`config.mk`:
```
export PLATFORM = sky130hd
export DESIGN_NAME = tea_decryptor
export DESIGN_NICKNAME = d
export VERILOG_FILES = /design/src/rtl/tea_pkg.sv /design/src/rtl/tea_dec_round.sv /design/src/rtl/tea_decryptor.sv
export SDC_FILE = /design/constraint.sdc
export NUM_CORES = 1
export LEC_CHECK = 0
export CORE_MARGIN = 1
export CORE_UTILIZATION = 50
export DETAILED_ROUTE_END_ITERATION = 7
export GPL_TIMING_DRIVEN = 1
export MAX_ROUTING_LAYER = met4
export PLACE_DENSITY_LB_ADDON = 0.08
export SYNTH_ARGS = -nofsm -noshare
export SYNTH_HDL_FRONTEND = slang
export SYNTH_HIERARCHICAL = 1
export SYNTH_SLANG_ARGS = --single-unit
```
`constraint.sdc`:
```
create_clock -name i_clk -period 9.8 [get_ports i_clk]
set_input_delay 1.96 -clock i_clk [delete_from_list [all_inputs] [get_ports i_clk]]
set_output_delay 1.96 -clock i_clk [all_outputs]
set_load 0.03 [all_outputs]
```
`src/rtl/tea_pkg.sv`:
```
// Shared TEA constants and FSM encoding used by the encryptor and decryptor.
package tea_pkg;
    localparam logic [31:0] TEA_DELTA        = 32'h9E3779B9;
    localparam logic [31:0] TEA_DEC_SUM_INIT = 32'hC6EF3720;  // TEA_DELTA * 32 mod 2^32
    localparam int          TEA_ROUNDS       = 32;

    typedef enum logic [1:0] {
        IDLE       = 2'b00,
        PROCESSING = 2'b01,
        DONE       = 2'b11
    } tea_state_e;
endpackage

```
`src/rtl/tea_dec_round.sv`:
```
// One combinational TEA decryption round; v1 is updated first, and v0 then uses the new v1.
import tea_pkg::*;

module tea_dec_round (
    input  logic [31:0]  v0,
    input  logic [31:0]  v1,
    input  logic [31:0]  sum,
    input  logic [127:0] key,
    output logic [31:0]  v0_nxt,
    output logic [31:0]  v1_nxt
);
    logic [31:0] k0, k1, k2, k3;

    assign {k0, k1, k2, k3} = key;

    assign v1_nxt = v1 - (((v0 << 4) + k2) ^ (v0 + sum) ^ ((v0 >> 5) + k3));
    assign v0_nxt = v0 - (((v1_nxt << 4) + k0) ^ (v1_nxt + sum) ^ ((v1_nxt >> 5) + k1));
endmodule

```
`src/rtl/tea_decryptor.sv`:
```
// Constant-time TEA block decryptor, one round per clock, AXI-Stream in/out.
// Build option: TEA_DEC_ZEROIZE_EN clears data, key and sum registers when the output is accepted.
import tea_pkg::*;

module tea_decryptor #(
    parameter int ROUNDS = TEA_ROUNDS
) (
    input  logic         i_clk,
    input  logic         i_rst,
    input  logic [127:0] i_key,
    input  logic         i_axis_valid_s,
    output logic         o_axis_ready_s,
    input  logic [63:0]  i_axis_data_s,
    output logic         o_axis_valid_m,
    input  logic         i_axis_ready_m,
    output logic [63:0]  o_axis_data_m
);
    localparam logic [4:0] LAST_ROUND = 5'(ROUNDS - 1);

    tea_state_e   state, state_nxt;
    logic [31:0]  v0, v1, sum;
    logic [127:0] key_q;
    logic [4:0]   round_counter;
    logic [31:0]  v0_rnd, v1_rnd;

    tea_dec_round u_round (
        .v0     (v0),
        .v1     (v1),
        .sum    (sum),
        .key    (key_q),
        .v0_nxt (v0_rnd),
        .v1_nxt (v1_rnd)
    );

    // Ready is masked by reset so nothing is accepted while reset is held.
    assign o_axis_ready_s = (state == IDLE) && !i_rst;
    assign o_axis_valid_m = (state == DONE);
    assign o_axis_data_m  = {v0, v1};

    always_ff @(posedge i_clk or posedge i_rst) begin
        if (i_rst) state <= IDLE;
        else       state <= state_nxt;
    end

    always_comb begin
        state_nxt = state;
        case (state)
            IDLE:       if (i_axis_valid_s) state_nxt = PROCESSING;
            PROCESSING: if (round_counter == LAST_ROUND) state_nxt = DONE;
            DONE:       if (i_axis_ready_m) state_nxt = IDLE;
            default:    state_nxt = IDLE;
        endcase
    end

    always_ff @(posedge i_clk or posedge i_rst) begin
        if (i_rst) begin
            v0            <= '0;
            v1            <= '0;
            key_q         <= '0;
            sum           <= '0;
            round_counter <= '0;
        end else begin
            case (state)
                IDLE: if (i_axis_valid_s) begin
                    {v0, v1}      <= i_axis_data_s;
                    key_q         <= i_key;
                    sum           <= TEA_DEC_SUM_INIT;
                    round_counter <= '0;
                end
                PROCESSING: begin
                    v0  <= v0_rnd;
                    v1  <= v1_rnd;
                    sum <= sum - TEA_DELTA;
                    // Counter saturates at the last round so DONE always sees 31.
                    if (round_counter != LAST_ROUND) round_counter <= round_counter + 5'd1;
                end
`ifdef TEA_DEC_ZEROIZE_EN
                DONE: if (i_axis_ready_m) begin
                    v0    <= '0;
                    v1    <= '0;
                    key_q <= '0;
                    sum   <= '0;
                end
`endif
                default: ;
            endcase
        end
    end
endmodule
```
After elaboration in Yosys (flattened, before gate mapping)
Index checks and enable logic that the tools add are counted.
- flip-flop bits (word level): 231
- input bits: 196
- logic and storage cells: 49
- add/subtract/negate cells: 10
- equal/unequal tests: 8
- multiplexer cells: 13
- bitwise logic cells: 4
- reduce and logical (&&, ||, !) cells: 8
- operator list (cell ; count):
    $pmux 32 s2 ; 3
    $add 32x32->32 ; 4
    $xor 32x32->32 ; 4
    $mux 32 ; 3
    $add 27x32->32 ; 2
    $sub 32x32->32 ; 2
    $sub 32x32->32 const B ; 1
    $mux 5 ; 2
    $pmux 5 s2 ; 1
    $mux 2 ; 3
    $ne 2x2->1 const B ; 3
    $pmux 2 s3 ; 1
    $reduce_and 3->1 ; 2
    $add 5x1->5 const B ; 1
    $eq 5x5->1 const B ; 1
    $ne 5x5->1 const B ; 1
    $reduce_and 2->1 ; 2
    $eq 2x1->1 const B ; 1
    $eq 2x2->1 const B ; 1
    $logic_not 2->1 ; 1
    $ne 2x1->1 const B ; 1
    $reduce_bool 2->1 ; 1
    $logic_and 1x1->1 ; 1
    $logic_not 1->1 ; 1

Logic depth before layout (Yosys ltp)
- depth after elaboration: 9
- gate-level depth with buffers: 51
- depth with buffers taken out: 50

Hierarchy
Netlist, hierarchy kept.
- by module, submodules not included (module ; instances ; cells an instance ; area each (um^2) ; sequential area each (um^2)):
    tea_dec_round ; 1 ; 1578 ; 11974.0 ; 0.0
    tea_decryptor ; 1 ; 1049 ; 9552.9 ; 5780.5

Worst setup path before layout
OpenSTA, ideal clock, no wires.
- path type: flip-flop to flip-flop
- from: reg v0[5]
- to: reg v0[31]
- setup time: 0.124 ns
- arrival time: 8.590 ns
- slack: 1.085 ns
- cell stages (with the launch flop): 52
- path buffers: 1
- period minus slack after synthesis: 8.715 ns
- cells stage by stage: dfrtp_1 -> ha_1 -> inv_1 -> fa_1 -> nor2b_1 -> o21ai_0 -> a21boi_0 -> o21ai_0 -> nand2b_1 -> a21oi_1 -> nor2b_1 -> a31o_2 -> a21o_1 -> a21oi_1 -> xnor2_1 -> ha_1 -> a21oi_1 -> o221ai_1 -> [... 16 more ...] -> a21o_1 -> a21oi_1 -> xnor2_1 -> ha_1 -> clkbuf_1 -> a21oi_1 -> o21ai_0 -> a21o_1 -> a21oi_1 -> nor2b_1 -> o21ai_0 -> nand2b_1 -> a41oi_1 -> xnor2_1 -> xnor3_1 -> xnor2_1 -> a22oi_1 -> nand2_1
- cells in the longest elaborated chain, start to end: 9
- RTL lines (element ; RTL line ; text):
    start, declared ; tea_decryptor.sv:21 ; logic [31:0] v0, v1, sum;
    start signal, assigned ; tea_decryptor.sv:65 ; {v0, v1} <= i_axis_data_s;
    start signal, assigned ; tea_decryptor.sv:71 ; v0 <= v0_rnd;
    $add 32x32->32 ; tea_dec_round.sv:16 ; assign v1_nxt = v1 - (((v0 << 4) + k2) ^ (v0 + sum) ^ ((v0 >> 5) + k3));
    $xor 32x32->32 ; tea_dec_round.sv:16 ;
    $xor 32x32->32 (*) ; tea_dec_round.sv:16 ;
    $sub 32x32->32 (*) ; tea_dec_round.sv:16 ;
    via v1_rnd[25] ; tea_decryptor.sv:24 ; logic [31:0] v0_rnd, v1_rnd;
    $add 32x32->32 ; tea_dec_round.sv:17 ; assign v0_nxt = v0 - (((v1_nxt << 4) + k0) ^ (v1_nxt + sum) ^ ((v1_nxt >> 5) + k1));
    $xor 32x32->32 ; tea_dec_round.sv:17 ;
    $xor 32x32->32 (*) ; tea_dec_round.sv:17 ;
    $sub 32x32->32 (*) ; tea_dec_round.sv:17 ;
    via v0_rnd[31] ; tea_decryptor.sv:24 ;
    $pmux 32 s2 (*) ; tea_decryptor.sv:63 ; case (state)
Mark *: on every way through the listed nets, which the timed path passes. The rest lies on a longest branch.
A chain may end at the register's enable or synchronous reset.

Worst setup path in the final report
- from: reg v0[6]
- to: reg v0[31]
The elaborated chain is that of the path after synthesis.

==> results.sh <==
export IMPL_synthFlopType="dfrtp_1"
export IMPL_synth_edf_count=0
export IMPL_final_setup_tns_ns=0
export IMPL_route_detailed_wl_per_inst_um=21.4
export IMPL_worst_path_max_delay_cell="dfrtp_2"
export IMPL_finClkSkew_ns=0.0371
export IMPL_busiest_layer="met2"
export IMPL_grtUsageTotal=0.342
export IMPL_cts_root_buf="clkbuf_16"
export IMPL_syn_area_um2=21500
export IMPL_route_detailed_drc=0
export IMPL_crit_buf_inv=1
export IMPL_finalSetupViolCount=0
export IMPL_arrival_ns=9.85
export IMPL_required_ns=10.26
export IMPL_cpPeakStageDelay_ns=0.46
export IMPL_met3_usage=0.0329
export IMPL_rows=75
export IMPL_io_pin_count=262
export IMPL_hold_start="key_q[71]"
export IMPL_drt_iter0_drc=1780
export IMPL_ys_async_sr_fraction=1.00
export IMPL_critical_path_top_delay_family="compound AO/OA/AOI/OAI gates"
export IMPL_synthMuxAreaShare=0.00936
export IMPL_maxCapViolations=0
export IMPL_numCtsBuffers=27
export IMPL_hold_class="reg2reg"
export IMPL_via_count=20800
export IMPL_grt_start_max_net_pins=84
export IMPL_cp_end_kind="register"
export IMPL_fin_crit_ns=9.39
export IMPL_met2_usage=0.508
export IMPL_place_congestion=0.982
export IMPL_initial_utilization=0.510
export IMPL_ys_ff_latch=231
export IMPL_crit_start="v0[6]"
export IMPL_grt_pass1_wl_um=114000
export IMPL_place_port_buffers=261
export IMPL_status="completed"
export IMPL_fin_nets=3349
export IMPL_cts_hold_buffers_added=0
export IMPL_die_y_um=209
export IMPL_crit_path_start_kind="register"
export IMPL_overflow=0
export IMPL_tightestPinTransition_ns=1.11
export IMPL_synth_nets=3075
export IMPL_synth_cell_types=85
export IMPL_avgViaCountPerCell=6.02
export IMPL_syn_inst=2627
export IMPL_layout_commonest_cell="nand2_1"
export IMPL_drv_slew=0
export IMPL_syn_avg_cell_area_um2=8.19
export IMPL_fp_dieW_um=209
export IMPL_tritoncts="done"
export IMPL_synth_compound_area_share=0.211
export IMPL_r2r_start="v0[6]"
export IMPL_rrSetupSlack_ns=0.41
export IMPL_clk_path_buf_depth=3
export IMPL_rsz0062_at_grt="no"
export IMPL_yosysSeqAreaShare=0.269
export IMPL_synth_xor_area_frac=0.145
export IMPL_core_area_um2=42200
export IMPL_dpl_hpwl_um=57800
export IMPL_area_growth_pct=21.0
export IMPL_drive_above_1_share=0.0535
export IMPL_dieArea_um2=43900
export IMPL_grt_pass1_vias=20027
export IMPL_ant_nets=0
export IMPL_yosys_area_share_simple=0.193
export IMPL_met1_usage=0.497
export IMPL_cts_max_level=1
export IMPL_cts_sinks=231
export IMPL_cp_max_fo=8
export IMPL_antenna_found_initial=1
export IMPL_clk_insertion_delay_late_ns=0.60
export IMPL_finalHoldViolations=0
export IMPL_path_class="reg2reg"
export IMPL_slew_limit_headroom=0.263
export IMPL_synth_top_family_by_area="compound AO/OA/AOI/OAI gates"
export IMPL_fmax_mhz=107
export IMPL_clkTransAtPathRegs_ns=0.06
export IMPL_dr_pass1_iters=5
export IMPL_layout_common_cells="nand2_1 (619), xnor2_1 (270), clkdlybuf4s50_1 (261)"
export IMPL_synth_warnings=6
export IMPL_crit_path_frequent_cell="a21o_1"
export IMPL_synth_fa_ha_area_frac=0.149
export IMPL_drt_total_wl_um=73900
export IMPL_utilization=0.617
export IMPL_fin_crit_sh=0.958
==> per-stage QoR <==
| step | setup slack (ns) | area [µm²] | cells | hold WS, ns |
|---|---|---|---|---|
| after floorplan | 1.09 | 21500 | 2627 | 0.450 |
| after global placement | 0.296 | 25000 | 3410 | 0.467 |
| after detailed placement | 0.151 | 25000 | 3410 | 0.468 |
| after CTS | 0.105 | 25900 | 3455 | 0.488 |
| after global routing | 0.0298 | 26000 | 3457 | 0.502 |
| final | 0.414 | 26000 | 3457 | 0.485 |
==> state kept, by name, indices dropped and copies added (netlist names) <==
name           count
key_q            128
sum               32
v0                32
v1                32
round_counter      5
state              2
==> logic make-up after synthesis <==
kind of cell / after synthesis
flip-flops: 231
buffers and inverters: 129
AO/OA/AOI/OAI: 679
multiplexers: 20
adder cells (fa/ha/maj): 252
AND/OR/NAND/NOR: 968
XOR/XNOR: 348
==> worst reg2reg max path: cells and delay by family, from the launching register on <==
family | cells | cell delay [ns]
compound gates | 27 | 5.22
xor+xnor | 7 | 1.42
fa+ha+maj | 4 | 1.26
buf+inv | 1 | 0.18
flops | 1 | 0.46
simple gates | 6 | 0.69
==> final timing paths <==
kind,end,cells after the start
worst max-delay path,v0[31],45
worst min-delay path,key_q[71],2
worst max register to register,v0[31],45
worst min register to register,key_q[71],2
max in group asynchronous,key_q[29],3
min in group asynchronous,v0[3],2
==> synthesized netlist by cell type, drive strengths merged (19+ instances only) <==
| master | n | share of area |
|---|---|---|
| xor2 | 66 | 0.027 |
| a22oi | 66 | 0.023 |
| nor2 | 119 | 0.021 |
| ha | 244 | 0.14 |
| o21ai | 109 | 0.025 |
| nor2b | 25 | 0.0076 |
| inv | 63 | 0.011 |
| mux2i | 19 | 0.0088 |
| dfrtp | 231 | 0.27 |
| xnor2 | 276 | 0.11 |
| o21a | 30 | 0.010 |
| a21o | 115 | 0.040 |
| a21oi | 177 | 0.042 |
| nand2 | 619 | 0.11 |
| nor3 | 39 | 0.0093 |
| clkbuf | 49 | 0.0086 |
| and3 | 24 | 0.0070 |
| o21bai | 28 | 0.0098 |
| nand2b | 26 | 0.0076 |
| nand3 | 49 | 0.011 |
| a31oi | 28 | 0.0081 |
==> final cells by class <==
type | count | area (µm²)
Antenna cell | 1 | 2.50
Clock buffer | 34 | 722
Fill cell | 3707 | 16200
Timing Repair Buffer | 311 | 2990
Clock inverter | 11 | 199
Tap cell | 539 | 674
Multi-Input combinational cell | 2267 | 15400
Inverter | 63 | 244
Sequential cell | 231 | 5780
==> repair_timing <==
action,in CTS,in global routing
buffers inserted,0,1
gates resized for setup,0,34
setup endpoints to repair,0,6
==> per-layer routing <==
| metal | up-vias | routed length (µm) |
|---|---|---|
| li1 | 9827 | - |
| met1 | 10022 | 35000 |
| met2 | 831 | 31700 |
| met3 | 120 | 5120 |
| met4 | 0 | 2050 |
| met5 | - | 0 |
Power is left out: the tool's default activity adds up to more than one toggle a clock period on the data nets, which glitch-free logic cannot reach.
